File: src/rtl/data_storage_acc.sv
// Triggered capture buffer: records DEPTH ADC words, replays them as bytes.
// Define DSA_BUSY_OUT_EN to add the registered Busy output.
module data_storage_acc #(
  parameter int DEPTH  = 64,
  parameter int ADDR_W = 6
) (
  input  logic        Clock,
  input  logic        Reset,
  input  logic [31:0] DataIn,
  input  logic        FastTrigger,
  input  logic        ReadEnable,
  output logic [7:0]  DataOut,
  output logic        DataReady
`ifdef DSA_BUSY_OUT_EN
  ,
  output logic        Busy
`endif
);

  typedef enum logic [1:0] {
    IDLE,
    CAPTURE,
    LOAD,
    READOUT
  } state_t;

  localparam logic [ADDR_W-1:0] LAST = ADDR_W'(DEPTH - 1);
  localparam logic [ADDR_W-1:0] ONE  = ADDR_W'(1);

  state_t state, stateNext;

  logic [31:0]       mem [DEPTH];
  logic [31:0]       ramQ;
  logic [31:0]       wordReg;
  logic [ADDR_W-1:0] wrAddr;
  logic [ADDR_W-1:0] curWord;
  logic [ADDR_W-1:0] rdAddr;
  logic [1:0]        byteSel;
  logic [1:0]        nextSel;
  logic [7:0]        nextByte;
  logic              loadPhase;
  logic              wrEn;
  logic              pop;
  logic              lastPop;

  assign pop     = ReadEnable && DataReady;
  assign lastPop = pop && (byteSel == 2'd3) && (curWord == LAST);
  assign wrEn    = ((state == IDLE) && FastTrigger)
                || (state == CAPTURE);
  // Prefetch the following word so word boundaries need no bubble
  assign rdAddr  = (state == READOUT) ? curWord + ONE : '0;
  assign nextSel = byteSel + 2'd1;

  always_comb begin
    nextByte = wordReg[7:0];
    unique case (nextSel)
      2'd0: nextByte = wordReg[7:0];
      2'd1: nextByte = wordReg[15:8];
      2'd2: nextByte = wordReg[23:16];
      2'd3: nextByte = wordReg[31:24];
    endcase
  end

  always_ff @(posedge Clock) begin
    if (wrEn) mem[wrAddr] <= DataIn;
    ramQ <= mem[rdAddr];
  end

  always_ff @(posedge Clock or posedge Reset) begin
    if (Reset) state <= IDLE;
    else       state <= stateNext;
  end

  always_comb begin
    stateNext = state;
    unique case (state)
      IDLE:    if (FastTrigger) stateNext = CAPTURE;
      CAPTURE: if (wrAddr == LAST) stateNext = LOAD;
      LOAD:    if (loadPhase) stateNext = READOUT;
      READOUT: if (lastPop) stateNext = IDLE;
    endcase
  end

  always_ff @(posedge Clock or posedge Reset) begin
    if (Reset) begin
      wrAddr    <= '0;
      curWord   <= '0;
      byteSel   <= '0;
      loadPhase <= 1'b0;
      wordReg   <= '0;
      DataOut   <= '0;
      DataReady <= 1'b0;
    end else begin
      unique case (state)
        IDLE: begin
          if (FastTrigger) wrAddr <= ONE;
        end
        CAPTURE: begin
          wrAddr <= (wrAddr == LAST) ? '0 : wrAddr + ONE;
        end
        LOAD: begin
          // First cycle fetches word 0, second presents it
          loadPhase <= ~loadPhase;
          if (loadPhase) begin
            wordReg   <= ramQ;
            DataOut   <= ramQ[7:0];
            DataReady <= 1'b1;
            byteSel   <= '0;
            curWord   <= '0;
          end
        end
        READOUT: begin
          if (pop) begin
            if (byteSel != 2'd3) begin
              byteSel <= nextSel;
              DataOut <= nextByte;
            end else if (curWord == LAST) begin
              DataReady <= 1'b0;
            end else begin
              wordReg <= ramQ;
              DataOut <= ramQ[7:0];
              byteSel <= '0;
              curWord <= curWord + ONE;
            end
          end
        end
      endcase
    end
  end

`ifdef DSA_BUSY_OUT_EN
  always_ff @(posedge Clock or posedge Reset) begin
    if (Reset) Busy <= 1'b0;
    else       Busy <= (stateNext != IDLE);
  end
`endif

endmodule

File: config.mk
export PLATFORM = sky130hd
export DESIGN_NAME = data_storage_acc
export DESIGN_NICKNAME = d
export VERILOG_FILES = /design/src/rtl/data_storage_acc.sv
export SDC_FILE = /design/constraint.sdc
export NUM_CORES = 2
export LEC_CHECK = 0
export ABC_AREA = 0
export BUFFER_PORTS_ARGS = -buffer_cell sky130_fd_sc_hd__buf_2
export CELL_PAD_IN_SITES_DETAIL_PLACEMENT = 2
export CELL_PAD_IN_SITES_GLOBAL_PLACEMENT = 2
export CORE_MARGIN = 2
export CORE_UTILIZATION = 25
export DETAILED_ROUTE_END_ITERATION = 6
export PLACE_DENSITY_LB_ADDON = 0.08
export SYNTH_ARGS = -nofsm -noshare
export SYNTH_HDL_FRONTEND = slang
export SYNTH_SLANG_ARGS = --single-unit
File: constraint.sdc
create_clock -name Clock -period 3.55 [get_ports Clock]
set_input_delay 0.355 -clock Clock [delete_from_list [all_inputs] [get_ports Clock]]
set_output_delay 0.355 -clock Clock [all_outputs]
set_load 0.01 [all_outputs]
# == Word-level counts from Yosys, hierarchy flattened ==
# Memory sizes are Yosys's and may differ from the RTL's. A register that Yosys moved wholly into a read port is not among the register bits.
# Index checks and enable logic that the tools add are counted.
# totals
wordCells,83
memories,1
mem_bits_ro,0
ff_bits,58
latch_bits,0
input_bits,36
ram_bits,2048
out_inout_bits,9
# mem_list
name,depth,width,rd,rd_clocked_by_memory_dff,write_ports,line_no,rtl
mem,64,32,1,1,1,32,logic [31:0] mem [DEPTH];
# classes
n_mux,37
n_reduce_logical,14
n_addsub,3
n_div,0
shifts,0
multipliers,0
eq_ne,19
magnitude_cmp,0
bitwise,1
# ops
cell,count
two-way mux 32 bit,4
one-hot mux 32 bit (2 select lines),1
two-way mux 6 bit,7
two-way mux 8 bit,4
one-hot mux 8 bit (4 select lines),1
one-hot mux 6 bit (2 select lines),2
two-way mux 2 bit,8
inequality test 2 bit (second input constant),8
one-hot mux 8 bit (2 select lines),1
adder 6 x 1 -> 6 bit (second input constant),2
equality test 6 bit (second input constant),2
equality test 2 bit (second input constant),5
AND reduction 5 bit,2
one-hot mux 2 bit (4 select lines),1
AND reduction 4 bit,2
two-way mux 1 bit,6
equality test 2 x 1 -> 1 bit (second input constant),2
logical AND 1 bit,4
zero test 2 bit,2
one-hot mux 2 bit (2 select lines),1
nonzero test 2 bit,2
inequality test 3 x 2 -> 1 bit (second input constant),1
adder 2 x 1 -> 2 bit (second input constant),1
inequality test 2 x 1 -> 1 bit (second input constant),1
other kinds (4),4

# == Depth between registers and ports, before layout ==
# logic_depth
depth_word,6
depth_mapped,13
ltp_nobuf,8

# == Worst setup path after synthesis ==
# OpenSTA, ideal clock, no wires.
# synth_timing
path_type,reg2reg
from,register state[0]
to,memory mem[63][0] (enable)
arrival_ps,2694
stages_incl_launch_ff,7
synth_period_minus_slack_ps,3116
setup_ps,421
t_required_ps,3129
path_buffers,0
path_slack_ps,434
path_cell_list,dfrtp_1 > inv_1 > ha_1 > a21oi_1 > nor2b_1 > nand3_1 > nor2_1
# synth_via
elab_chain_cells,5
word_cells_on_any_way,6
cone_classes,eq/ne (1); mux (2); reduce/logical (3)
# synth_lines
item,line_no,rtl
from (decl),30,"state_t state, stateNext;"
from (signal assigned),71,else state <= stateNext;
zero test 2 bit,48,assign wrEn = ((state == IDLE) && FastTrigger)
logical AND 1 bit,48,
logical OR 1 bit (*),49,|| (state == CAPTURE);
two-way mux 1 bit (*),65,if (wrEn) mem[wrAddr] <= DataIn;
two-way mux 1 bit (implied by the code) (*),65,
to (decl),32,
# Every way passes the cells marked *; elsewhere a longest branch is shown, timed or not.

# == Worst setup path after layout ==
# layout_timing
from,register curWord[1]
to,"register ramQ[11], read port of mem"
# layout_via
elab_chain_cells,2
# layout_lines
item,line_no,rtl
from (decl),36,logic [ADDR_W-1:0] curWord;
from (signal assigned),123,curWord <= curWord + ONE;
adder 6 x 1 -> 6 bit,51,assign rdAddr = (state == READOUT) ? curWord + ONE : '0;
two-way mux 6 bit,51,
to (decl),33,logic [31:0] ramQ;
# Every way passes these cells.
# A chain may end at the register's enable or synchronous reset.

==> flow_summary.ini <==
[global_route]
grt_pass1_vias = 53280
grtUsageTotal_pct = 21.55
grt_overflow = 0
antenna_found_initial = 43
grt_pass1_wl_mm = 496.4
grt_max_degree = 65

[timing]
setup_violations = 1
tightest_slew_ns = 1.582
period_minus_slack_ns = 3.569
rsz0062_at_grt = true
fin_crit_sh_pct = 100.5
hold_violations = 0
slew_violations = 2
fin_skew_ns = 0.05027
fin_ws_ns = -0.01942
fmax_ghz = 0.2802
slew_headroom_pct = -6.798
totalNegativeSetupSlack_ns = -0.01942

[floorplanning]
die-area_mm2 = 0.3382
core_mm2 = 0.3326
fp.dieW_um = 581.6
rows = 212
io-pin-count = 45
die_h_um = 581.6
start_util_pct = 25.07

[logic_synthesis]
async_flop_share_pct = 2.347
synth_area_leaders = edfxtp_1, mux4_2, nand2_1
ys_types = 82
synth_top_area_cell = edfxtp_1
synth.avg_cell_area_um2 = 17.10
synth_area_mm2 = 0.08340
synth_top_area_share_pct = 73.74
syn_nets = 4924
synth_edf_count = 2048
ys_seq_elements = 2130
ys_seq_area_share_pct = 76.01
synthFlopType = edfxtp_1
syn_inst = 4877
yosysWarnings = 0

[worst_setup_path]
setup.worst_path.end_class = flip-flop
path_max_fanout = 21
cp-start-kind = flip-flop
worstPathRequired_ns = 4.29
crit_chain = ha_4 > xor2_4 > buf_12 > buf_12 > mux2i_1 > o21ai_0 > a221oi_2 > o21ai_1 > a311oi_2 > a21oi_1
critPathTopFamily = compound AO/OA/AOI/OAI gates
crit_type = reg -> reg
critPathMostFrequentCell = buf_12
cp_slowest_stage_delay_ns = 0.68
cp_num_buf_inv = 2
slowest_stage = a311oi_2
critical_path_arrival_ns = 4.31

[power_and_ir_drop]
ir_drop_v = 0.0002907
power-per-cell-area_mw_per_mm2 = 531.3
power_mw = 54.44
leakagePower_nw = 31.97

[placement]
dpl.hpwl_mm = 229.2
port_buffers = 44
globalplace.congestion = 0.8021

[final_layout]
finalNetCount = 5455
final_common_cell = edfxtp_1
final_cell_mix = edfxtp_1, nand2_1, buf_4
syn_to_final_growth_pct = 22.86
utilization_pct = 30.80
drive_gt1_share_pct = 23.40

[detailed_routing]
drc = 0
firstDrtPassIters = 6
vias = 50468
wl_per_cell_um = 36.88
drt_iter0_markers = 4445
viasPerCell = 5.041
ant_nets = 0
wirelength_mm = 369.2

[clocking]
cts_buffers = 269
cts-root-buf = clkbuf_16
clockBufferDepth = 4
cts_sinks = 2130
cts_max_level = 5
clk_pin_slew_worst_paths_ns = 0.06
cts_tree = built
clkLatencyLatePin_ns = 0.90

[run]
cap_viol_max_count = 1

[run_status]
failed_checks = capacitance limit, slew limit, setup timing
outcome = finished with violations

[min_path]
hp-class = in -> reg
-- path summary, 6_finish.rpt --
kind,start,to,slack (ns),cells after the start
worst max-delay path,curWord[1]$_DFFE_PP0P_,ramQ[11]$_DFF_P_,-0.02,10
worst max register to register,curWord[1]$_DFFE_PP0P_,ramQ[11]$_DFF_P_,-0.02,10
worst min register to register,ramQ[22]$_DFF_P_,wordReg[22]$_DFFE_PP0P_,0.42,2
min in group asynchronous,Reset,DataOut[1]$_DFFE_PP0P_,0.21,3
max in group asynchronous,Reset,curWord[5]$_DFFE_PP0P_,2.56,4
worst min-delay path,DataIn[5],mem[23][5]$_DFFE_PP_,0.03,1
-- synth_stat cells, types with 49 or more instances --
cell type / number
mux2i_1: 167
a21oi_1: 122
mux2_2: 66
clkbuf_1: 115
o21ai_0: 126
nand3_1: 109
nand2_1: 540
a221oi_1: 62
a211oi_1: 103
dfrtp_1: 50
edfxtp_1: 2048
a31oi_1: 51
o22ai_1: 150
mux4_2: 207
nor2_1: 167
a311oi_1: 54
buf_2: 137
nor2b_1: 49
-- where the power goes --
part	total (mW)	switching, mW	internal (mW)
Combinational	0.655	0.581	0.0736
Clock	26.2	11.1	15.2
Sequential	27.5	0.00253	27.5
-- state kept, by name, summed over array words and instances, names as in the netlist --
signal and count:
state 2, DataReady 1, wordReg 24, ramQ 32, DataOut 8, curWord 6
loadPhase 1, wrAddr 6, mem 2048, byteSel 2
-- final cells by class --
type	instances	area, um2
diodes	14	35.03
clock buffers	372	7411
clock inverters	101	774.5
fillers	33776	230200
inverters	10	51.30
multi-input cells	2409	19080
flip-flops and latches	2130	63390
well taps	4387	5489
repair buffers	588	6225
-- worst register-to-register path: cells and delay by family (launching register included) --
kind	cells	cell delay (ns)
muxes	1	0.26
DFF	1	0.49
AOI/OAI and AO/OA	5	1.75
adders and majority gates	1	0.29
xor gates and xnor gates	1	0.18
buffers and inverters	2	0.42
-- metrics by stage --
| step | instances | setup slack [ns] | area [um2] | hold WS (ns) |
|---|---|---|---|---|
| after global routing | 9998 | -0.01856 | 102400 | 0.01319 |
| after floorplan | 4877 | 0.4344 | 83400 | 0.3981 |
| after CTS | 9993 | -0.2068 | 102400 | 0.007506 |
| after detailed placement | 9507 | -0.5331 | 94010 | 0.4181 |
| final | 10011 | -0.01942 | 102500 | 0.03466 |
| after global placement | 9507 | -0.5091 | 94010 | 0.4033 |
-- repair_timing --
action	CTS	global route
endpoints found under the setup margin	9	4
pin swaps	0	4
hold buffers	9	0
gates resized for setup	11	7
buffers inserted	4	4
hold endpoints to repair	146	0
-- layer usage --
metal  wire length, um  vias up  track usage [%]
met2            174400     1106            35.10
met3             14840      364            2.852
met1            172200    28206            30.60
met5                27        -                0
met4              7789        4            4.512
li1                  -    20788                -
-- logic make-up after synthesis --
kind of cell,Yosys count,synth area share [%]
buffers and inverters,338,1.997
XOR/XNOR,8,0.1381
AO/OA/AOI/OAI,920,7.733
flip-flops,2130,76.01
AND/OR/NAND/NOR,1028,5.436
multiplexers,442,8.520
adder cells (fa/ha/maj),11,0.1650
Power figures use the tool's default switching activity.
